<file path="src/rtl/pattern_history_table_pkg.sv">
// Shared types and the saturating-counter rule for the gshare pattern history table.
package pht_pkg;

  typedef logic [1:0] pht_ctr_t;

  localparam pht_ctr_t SNT = 2'b00;
  localparam pht_ctr_t WNT = 2'b01;
  localparam pht_ctr_t WT  = 2'b10;
  localparam pht_ctr_t ST  = 2'b11;

  typedef enum logic {PHT_INIT, PHT_RUN} pht_state_t;

  function automatic pht_ctr_t sat_update(pht_ctr_t c, logic taken);
    if (taken) return (c == ST) ? ST : c + 2'd1;
    else       return (c == SNT) ? SNT : c - 2'd1;
  endfunction

endpackage

</file>
<file path="src/rtl/pattern_history_table_if.sv">
// Lookup/prediction and training-update bundle between the index stage and the PHT.
// Handshake: a lookup or update is taken on any rising edge where its valid and ready are
// both high; there is no backpressure beyond ready, and pred_valid pulses for one cycle.
interface pattern_history_table_if #(parameter int G_WIDTH = 7);
  import pht_pkg::*;

  logic             lookup_valid;
  logic [G_WIDTH:0] lookup_index;
  logic             pred_valid;
  logic             pred_taken;
  pht_ctr_t         pred_state;
  logic             upd_valid;
  logic [G_WIDTH:0] upd_index;
  logic             upd_taken;
  logic             ready;

  modport master (
    output lookup_valid, lookup_index, upd_valid, upd_index, upd_taken,
    input  pred_valid, pred_taken, pred_state, ready
  );

  modport slave (
    input  lookup_valid, lookup_index, upd_valid, upd_index, upd_taken,
    output pred_valid, pred_taken, pred_state, ready
  );
endinterface

</file>
<file path="src/rtl/pattern_history_table.sv">
// Gshare PHT: 2-bit counters with registered lookup, two-stage forwarded training
// pipeline and a post-reset init sweep instead of a global clear.
module pattern_history_table
  import pht_pkg::*;
#(
  parameter int       G_WIDTH    = 7,
  parameter pht_ctr_t INIT_STATE = WNT
) (
  input  logic                   clk,
  input  logic                   reset,
  pattern_history_table_if.slave bus,
  output pht_state_t             fsm_state
);

  localparam int IDX_W = G_WIDTH + 1;
  localparam int PTR_W = G_WIDTH + 2;
  localparam int DEPTH = 1 << IDX_W;
  localparam logic [PTR_W-1:0] PTR_LAST = PTR_W'(DEPTH - 1);

  pht_ctr_t mem [DEPTH];

  pht_state_t       state;
  logic [PTR_W-1:0] init_ptr;
  logic             ready_q;

  logic             u2_valid;
  logic [IDX_W-1:0] u2_index;
  logic             u2_taken;
  pht_ctr_t         u2_ctr;
  pht_ctr_t         u2_new;

  logic             pred_valid_q;
  pht_ctr_t         pred_state_q;

  logic             lookup_fire;
  logic             upd_fire;
  pht_ctr_t         lookup_rd;
  pht_ctr_t         upd_rd;

  assign lookup_fire = bus.lookup_valid && ready_q;
  assign upd_fire    = bus.upd_valid && ready_q;
  assign u2_new      = sat_update(u2_ctr, u2_taken);

  // Write-first: a read of the index U2 is writing this cycle sees U2's new value.
  always_comb begin
    lookup_rd = mem[bus.lookup_index];
    upd_rd    = mem[bus.upd_index];
    if (u2_valid && (u2_index == bus.lookup_index)) lookup_rd = u2_new;
    if (u2_valid && (u2_index == bus.upd_index))    upd_rd    = u2_new;
  end

  always_ff @(posedge clk) begin
    if (reset) begin
      state        <= PHT_INIT;
      init_ptr     <= '0;
      ready_q      <= 1'b0;
      u2_valid     <= 1'b0;
      u2_index     <= '0;
      u2_taken     <= 1'b0;
      u2_ctr       <= SNT;
      pred_valid_q <= 1'b0;
      pred_state_q <= SNT;
    end else begin
      case (state)
        PHT_INIT: begin
          init_ptr <= init_ptr + 1'b1;
          if (init_ptr == PTR_LAST) begin
            state   <= PHT_RUN;
            ready_q <= 1'b1;
          end
        end
        PHT_RUN: ;
        default: state <= PHT_INIT;
      endcase

      u2_valid <= upd_fire;
      if (upd_fire) begin
        u2_index <= bus.upd_index;
        u2_taken <= bus.upd_taken;
        u2_ctr   <= upd_rd;
      end

      pred_valid_q <= lookup_fire;
      if (lookup_fire) pred_state_q <= lookup_rd;
    end
  end

  // Single write port: init sweep owns it until the table is ready, then U2 does.
  always_ff @(posedge clk) begin
    if (!reset) begin
      if (state == PHT_INIT) mem[init_ptr[IDX_W-1:0]] <= INIT_STATE;
      else if (u2_valid)     mem[u2_index]            <= u2_new;
    end
  end

  assign bus.pred_valid = pred_valid_q;
  assign bus.pred_state = pred_state_q;
  assign bus.pred_taken = pred_state_q[1];
  assign bus.ready      = ready_q;
  assign fsm_state      = state;

endmodule

</file>
<file path="src/flat_wrapper.sv">
// flat-port wrapper written by rule: the top's interface ports become plain ports
module pattern_history_table_flat import pht_pkg::*;
#(
  parameter int       G_WIDTH    = 7,
  parameter pht_ctr_t INIT_STATE = WNT
)
  (clk, reset, fsm_state, bus_lookup_valid, bus_lookup_index, bus_upd_valid, bus_upd_index, bus_upd_taken, bus_pred_valid, bus_pred_taken, bus_pred_state, bus_ready);
  pattern_history_table_if #(.G_WIDTH(G_WIDTH)) bus_i ();
  input  logic clk;
  input  logic reset;
  output pht_state_t fsm_state;
  input wire logic [$bits(bus_i.lookup_valid)-1:0] bus_lookup_valid;
  input wire logic [$bits(bus_i.lookup_index)-1:0] bus_lookup_index;
  input wire logic [$bits(bus_i.upd_valid)-1:0] bus_upd_valid;
  input wire logic [$bits(bus_i.upd_index)-1:0] bus_upd_index;
  input wire logic [$bits(bus_i.upd_taken)-1:0] bus_upd_taken;
  output wire logic [$bits(bus_i.pred_valid)-1:0] bus_pred_valid;
  output wire logic [$bits(bus_i.pred_taken)-1:0] bus_pred_taken;
  output wire logic [$bits(bus_i.pred_state)-1:0] bus_pred_state;
  output wire logic [$bits(bus_i.ready)-1:0] bus_ready;
  assign bus_i.lookup_valid = bus_lookup_valid;
  assign bus_i.lookup_index = bus_lookup_index;
  assign bus_i.upd_valid = bus_upd_valid;
  assign bus_i.upd_index = bus_upd_index;
  assign bus_i.upd_taken = bus_upd_taken;
  assign bus_pred_valid = bus_i.pred_valid;
  assign bus_pred_taken = bus_i.pred_taken;
  assign bus_pred_state = bus_i.pred_state;
  assign bus_ready = bus_i.ready;
  pattern_history_table #(.G_WIDTH(G_WIDTH), .INIT_STATE(INIT_STATE)) u_core (.clk(clk), .reset(reset), .bus(bus_i), .fsm_state(fsm_state));
endmodule
</file>
<file path="config.mk">
export PLATFORM = sky130hd
export DESIGN_NAME = pattern_history_table_flat
export DESIGN_NICKNAME = d
export VERILOG_FILES = /design/src/rtl/pattern_history_table_pkg.sv /design/src/rtl/pattern_history_table_if.sv /design/src/rtl/pattern_history_table.sv /design/src/flat_wrapper.sv
export SDC_FILE = /design/constraint.sdc
export NUM_CORES = 1
export LEC_CHECK = 0
export CAP_MARGIN = 10
export CORE_MARGIN = 4
export CORE_UTILIZATION = 32
export DETAILED_ROUTE_END_ITERATION = 7
export PLACE_DENSITY = 0.56
export SETUP_SLACK_MARGIN = 0.5
export SYNTH_ARGS = -nofsm -noshare
export SYNTH_HDL_FRONTEND = slang
export SYNTH_SLANG_ARGS = --single-unit
</file>
<file path="constraint.sdc">
create_clock -name clk -period 10.2 [get_ports clk]
set_input_delay 2.04 -clock clk [delete_from_list [all_inputs] [get_ports clk]]
set_output_delay 2.04 -clock clk [all_outputs]
set_load 0.01 [all_outputs]
</file>
==> flow_metrics.py, run 1 <==
metrics = {
    "run_status": {
        "outcome": "finished clean",
    },
    "global_routing": {
        "grt_antenna_before_repair": 0,
        "grt-ovfl-total": 0,
        "grt_pass1_vias": 17000,
        "grt_pass1_wl_um": 116000,
        "globalRouteTotalUtil_pct": 17.6,
        "grt_max_degree": 212,
    },
    "sta": {
        "drv_slew": 0,
        "finalHoldViolCount": 0,
        "fin_crit_sh_pct": 49.4,
        "worst_pin_slew_ns": 1.23,
        "setup_violations": 0,
        "fin_skew_ns": 0.0217,
        "rsz0062_at_grt": "no",
        "clock.fmax_mhz": 198,
        "period_minus_slack_ns": 5.04,
        "slew_headroom_pct": 17.7,
        "finalSetupTns_ns": 0,
        "holdWs_ns": 0.496,
    },
    "clocking": {
        "clk_path_buf_depth": 3,
        "postCtsResizedCells": 0,
        "clock_sinks": 538,
        "cts_made_buffers": 58,
        "holdBufCountCts": 0,
        "path_clk_slew_ns": 0.06,
        "clk_latency_ns": 0.62,
        "h-tree-depth": 2,
        "post_cts_buffers": 0,
        "cts_tree": "yes",
        "cts_root_buffer": "clkbuf_16",
    },
    "yosys": {
        "syn_nets": 1782,
        "avgSynthCellArea_um2": 15.2,
        "synthDistinctLibCells": 51,
        "ys_ff_latch": 538,
        "synthFlopType": "edfxtp_1",
        "ys_seq_area_share_pct": 59.5,
        "synthArstFlopShare_pct": 0,
        "synth.yosys.warnings": 0,
        "syn_area_um2": 26700,
        "synth_edf_count": 512,
        "netlist_instances": 1759,
    },
    "pwr": {
        "powerDensity_nw_per_um2": 160,
        "ir_worst_vdd_v": 0.000149,
        "power.leakage_nw": 9.62,
        "total_power_w": 0.00476,
    },
    "finish": {
        "final_cell_mix": "edfxtp_1, nor2_1, mux4_2",
        "finalNetCount": 1756,
        "fillers": 7625,
        "final_common_cell": "edfxtp_1",
        "utilization_pct": 36.2,
        "diodes": 0,
        "final_cells": 2852,
        "drive_above_1_share_pct": 23.1,
        "syn2layout_area_growth_pct": 11.6,
    },
    "floorplan": {
        "die_area_um2": 88200,
        "coreArea_um2": 82400,
        "rows": 105,
        "boundaryPins": 27,
        "die_w_um": 297,
        "initial_core_util_pct": 32.4,
        "die_y_um": 297,
    },
    "route": {
        "vias": 16700,
        "dr.pass1.iters": 5,
        "wl_per_cell_um": 28.1,
        "vias_per_cell": 5.86,
        "wl_um": 80000,
        "first_iter_violations": 1938,
        "drc": 0,
        "ant_nets": 0,
    },
    "placed_design": {
        "placed_cells": 2742,
        "hpwl_um": 51500,
        "io_buffers": 26,
        "gp_congestion": 0.857,
    },
    "critical_path": {
        "required_ns": 10.67,
        "r2r_cells": 6,
        "critical_path_class": "primary input to flop",
        "critPathLaunchType": "primary input",
        "setup.worst_path.end_class": "flop",
        "worst-path-max-fanout": 80,
        "crit_arrival_ns": 5.51,
    },
    "job": {
        "maxCapViolCount": 0,
    },
    "hold_path": {
        "min_path_cells": 2,
        "hp-class": "flop to flop",
    },
}
==> synth_stat cells (11+ instances only) <==
| library cell | n | area [um2] |
|---|---|---|
| buf_4 | 15 | 113 |
| nand4_1 | 21 | 131 |
| mux2_2 | 16 | 180 |
| xor2_1 | 11 | 96.3 |
| nand2_1 | 98 | 368 |
| xnor2_1 | 11 | 96.3 |
| nand2b_1 | 11 | 68.8 |
| mux2i_1 | 35 | 350 |
| nand3b_1 | 19 | 143 |
| dfxtp_1 | 26 | 521 |
| nor2_1 | 293 | 1100 |
| a21oi_1 | 28 | 140 |
| buf_1 | 20 | 75.1 |
| mux4_2 | 244 | 5500 |
| clkbuf_1 | 80 | 300 |
| a22oi_1 | 68 | 510 |
| nand3_1 | 56 | 280 |
| edfxtp_1 | 512 | 15400 |
| nor2b_1 | 32 | 200 |
| buf_2 | 26 | 130 |
==> cell type report <==
| cell class | count | area, um2 | area share [%] |
|---|---|---|---|
| flip-flops and latches | 538 | 15900 | 53.3 |
| clock inverters | 38 | 333 | 1.12 |
| multi-input cells | 1064 | 10100 | 33.8 |
| repair buffers | 67 | 581 | 1.95 |
| inverters | 4 | 15.0 | 0.0504 |
| well taps | 1070 | 1340 | 4.49 |
| clock buffers | 71 | 1560 | 5.24 |
==> path summary, 6_finish.rpt <==
check,start,end,slack [ns]
worst max register to register,u_core.fsm_state$_SDFF_PP0_,u_core.mem[201][0]$_DFFE_PP_,6.51
worst min register to register,u_core.init_ptr[8]$_SDFFE_PP0N_,u_core.init_ptr[8]$_SDFFE_PP0N_,0.50
worst max-delay path,bus_upd_index[0],u_core.u2_ctr[0]$_SDFFE_PP0P_,5.16
worst min-delay path,u_core.init_ptr[8]$_SDFFE_PP0N_,u_core.init_ptr[8]$_SDFFE_PP0N_,0.50
==> critical path: stages <==
cell and delay [ns]:
clkbuf_8 0.69, buf_4 0.89, mux4_2 0.61, a22oi_1 0.19, a21oi_1 0.09, a21oi_1 0.16, nor2_1 0.07, o41ai_1 0.48
o311ai_1 0.17
==> routing by layer <==
metal | vias to the layer above | routed length (um) | global-route usage, %
met5 | - | 0 | 0
met4 | 0 | 3680 | 7.10
met3 | 191 | 7830 | 4.93
met2 | 909 | 36800 | 27.7
met1 | 8634 | 31700 | 23.3
li1 | 6969 | - | -
==> cell families after synthesis <==
family | Yosys count | share of synthesized area (%)
AOI/OAI and AO/OA | 170 | 4.65
xor gates and xnor gates | 22 | 0.721
adders and majority gates | 2 | 0.0937
buffers and inverters | 157 | 2.83
DFF | 538 | 59.5
muxes | 295 | 22.6
and+or+nand+nor | 575 | 9.64
==> registers in the layout, indices dropped and copies added (netlist names), 2 cells and up <==
signal / count
u_core.init_ptr: 9
u_core.mem: 512
u_core.u2_index: 8
u_core.bus.pred_state: 2
u_core.u2_ctr: 2
==> power breakdown <==
part           total (W)  switching, W  internal, W
clock            0.00209      0.000880      0.00121
sequential       0.00239    0.00000269      0.00238
combinational   0.000283      0.000173     0.000110
total            0.00476       0.00106      0.00370
==> through the flow <==
stage               worst slack, ns  area, um2
floorplan                      2.87      26700
detailed placement             4.38      27900
global route                   4.82      29800
finish                         5.16      29800
CTS                            5.07      29800
global placement               4.46      27900
No activity file was read; power rests on OpenSTA's default activity.
==> inputs of run 2 (changes only) <==
--- a/config.mk
+++ b/config.mk
@@ -9,7 +9,7 @@
 export CORE_MARGIN = 4
 export CORE_UTILIZATION = 32
 export DETAILED_ROUTE_END_ITERATION = 7
-export PLACE_DENSITY = 0.56
+export PLACE_DENSITY = 0.54
 export SETUP_SLACK_MARGIN = 0.5
 export SYNTH_ARGS = -nofsm -noshare
 export SYNTH_HDL_FRONTEND = slang
==> constraint.sdc (replaced) <==
create_clock -name clk -period 4.81 [get_ports clk]
set_input_delay 0.962 -clock clk [delete_from_list [all_inputs] [get_ports clk]]
set_output_delay 0.962 -clock clk [all_outputs]
set_load 0.01 [all_outputs]
==> run 2 against run 1 <==
Compared with the run above: first-iteration DRC count is 10% lower; routed wire length increased by 1.3%; cell area grew 0.99%; register-to-register slack lost 5.1 ns; global-route usage rose by 0.25 points; utilization rose by 0.36 points; count of clock-buffer cells in the layout is 2 lower; via count up 0.48%; largest cell class unchanged; critical endpoint is now u_core.mem[197][1]$_DFFE_PP_; flip-flop and latch count did not move; non-clock buffer count rose by 32.
==> flow_metrics.py, run 2 (synthesized netlist as in run 1, its figures left out) <==
metrics = {
    "hold_path": {
        "hold_path_end": "u_core.u2_ctr[0]$_SDFFE_PP0P_",
        "hp-class": "flop to flop",
        "min_path_cells": 2,
        "min_from": "u_core.u2_ctr[0]$_SDFFE_PP0P_",
    },
    "run_status": {
        "outcome": "finished clean",
    },
    "route": {
        "dr.pass1.iters": 7,
        "vias_per_cell": 5.82,
        "vias": 16800,
        "wl_per_cell_um": 28.1,
        "wl_um": 81100,
        "ant_nets": 0,
        "drc": 0,
        "first_iter_violations": 1738,
    },
    "finish": {
        "multi_input_area_um2": 10100,
        "largestRegisters": "u_core.mem x512, u_core.init_ptr x9, u_core.u2_index x8",
        "drive_above_1_share_pct": 24.2,
        "finalNetCount": 1787,
        "final_common_cell": "edfxtp_1",
        "regMostFlops": "u_core.mem",
        "final_cell_area_um2": 30100,
        "seqCellArea_um2": 15900,
        "final_cell_mix": "edfxtp_1, nor2_1, mux4_2",
        "fillers": 7674,
        "utilization_pct": 36.6,
        "largest_reg_flops": 512,
        "syn2layout_area_growth_pct": 12.7,
    },
    "critical_path": {
        "r2r_end": "u_core.mem[197][1]$_DFFE_PP_",
        "critPathTopFamily": "simple AND/OR/NAND/NOR gates",
        "cp.depth": 6,
        "r2r_slack_ns": 1.42,
        "rr_startpoint": "u_core.fsm_state$_SDFF_PP0_",
        "critical_path_class": "primary input to flop",
        "path_cells": "clkdlybuf4s50_1 -> nor3_2 -> buf_4 -> o31ai_1 -> nand3_1 -> nor2_1",
        "slowest_stage": "o31ai_1",
        "r2r_cells": 7,
        "worst-path-max-fanout": 20,
        "required_ns": 5.11,
        "critPathLaunchType": "primary input",
        "slowest_delay_ns": 0.93,
        "crit_arrival_ns": 3.92,
        "cp_num_buf_inv": 2,
        "setup.worst_path.end_class": "flop",
    },
    "pwr": {
        "power.leakage_nw": 9.81,
        "total_power_w": 0.0101,
        "ir_worst_vdd_v": 0.000248,
        "powerDensity_nw_per_um2": 335,
    },
    "global_routing": {
        "globalRouteTotalUtil_pct": 17.9,
        "grt_pass1_wl_um": 117000,
        "grt_pass1_vias": 17000,
        "grt-ovfl-total": 0,
        "grt_antenna_before_repair": 1,
        "grt_max_degree": 130,
    },
    "sta": {
        "rsz0062_at_grt": "no",
        "finalSetupTns_ns": 0,
        "slew_headroom_pct": 11.2,
        "fin_crit_sh_pct": 75.3,
        "period_minus_slack_ns": 3.62,
        "finalHoldViolCount": 0,
        "fin_skew_ns": 0.0108,
        "setup_violations": 0,
        "drv_slew": 0,
        "worst_pin_slew_ns": 1.33,
        "clock.fmax_mhz": 276,
    },
    "clocking": {
        "clock_sinks": 538,
        "post_cts_buffers": 0,
        "holdBufCountCts": 0,
        "postCtsResizedCells": 0,
        "cts_root_buffer": "clkbuf_16",
        "cts_made_buffers": 57,
        "path_clk_slew_ns": 0.06,
        "clk_path_buf_depth": 3,
        "cts_tree": "yes",
        "h-tree-depth": 2,
        "clk_latency_ns": 0.62,
    },
    "floorplan": {
        "coreArea_um2": 82400,
        "die_w_um": 297,
        "die_area_um2": 88200,
        "rows": 105,
        "boundaryPins": 27,
        "die_y_um": 297,
        "initial_core_util_pct": 32.4,
    },
    "placed_design": {
        "place_area_um2": 28300,
        "io_buffers": 26,
        "gp_congestion": 0.894,
        "hpwl_um": 54700,
    },
    "job": {
        "maxCapViolCount": 0,
    },
}
==> run 2: cell count changes in the layout (fill, tap and decap cells not counted), moves of 3 or more <==
| cell | before | now |
|---|---|---|
| buf_12 | 2 | 9 |
| clkbuf_8 | 6 | 3 |
| clkinvlp_4 | 9 | 2 |
| clkbuf_1 | 8 | 11 |
| clkinv_2 | 12 | 17 |
| buf_4 | 40 | 66 |
==> run 2: how the worst max path moves through the flow <==
stage,startpoint,end,slack [ns]
floorplan,reset,u_core.mem[0][1]$_DFFE_PP_,0.51
global placement,reset,u_core.mem[199][0]$_DFFE_PP_,0.65
detailed placement,reset,u_core.mem[197][1]$_DFFE_PP_,0.64
CTS,reset,u_core.mem[197][0]$_DFFE_PP_,1.28
global route,reset,u_core.mem[195][0]$_DFFE_PP_,1.07
finish,reset,u_core.mem[197][1]$_DFFE_PP_,1.19
==> run 2: worst register-to-register path: stages, from the launching register on <==
cell,delay [ns]
dfxtp_1,0.30
buf_4,0.19
inv_1,0.19
nor3_2,0.07
buf_4,0.21
o31ai_1,0.93
nand3_1,0.78
nor2_1,0.40
==> run 2: stage by stage <==
| step | hold slack, ns | instances | worst slack (ns) |
|---|---|---|---|
| 6_report | 0.504 | 2884 | 1.19 |
| 5_1_grt | 0.539 | 2882 | 1.07 |
| 4_1_cts | 0.497 | 2882 | 1.28 |
| 3_5_place_dp | 0.485 | 2775 | 0.638 |
| 3_3_place_gp | 0.468 | 2775 | 0.655 |
| 2_1_floorplan | 0.456 | 1759 | 0.508 |
==> run 2: final cells by class <==
type                    instances  share of cell area [%]
flip-flops and latches        538                    52.8
multi-input cells            1064                    33.5
clock buffers                  69                    4.92
well taps                    1070                    4.45
repair buffers                 99                    3.02
clock inverters                38                    1.23
inverters                       4                  0.0499
diodes                          2                  0.0166
==> run 2: report_power, final <==
part	internal, W	switching (W)
clock	0.00256	0.00184
sequential	0.00505	0.00000585
combinational	0.000249	0.000385
==> run 2: routing by layer <==
metal	share of wire, %	wire length, um	GRT usage (%)
met5	0.0086	7	0
met4	3.7	2960	6.47
met3	8.4	6820	3.43
met2	49	39500	29.9
met1	39	31800	23.4
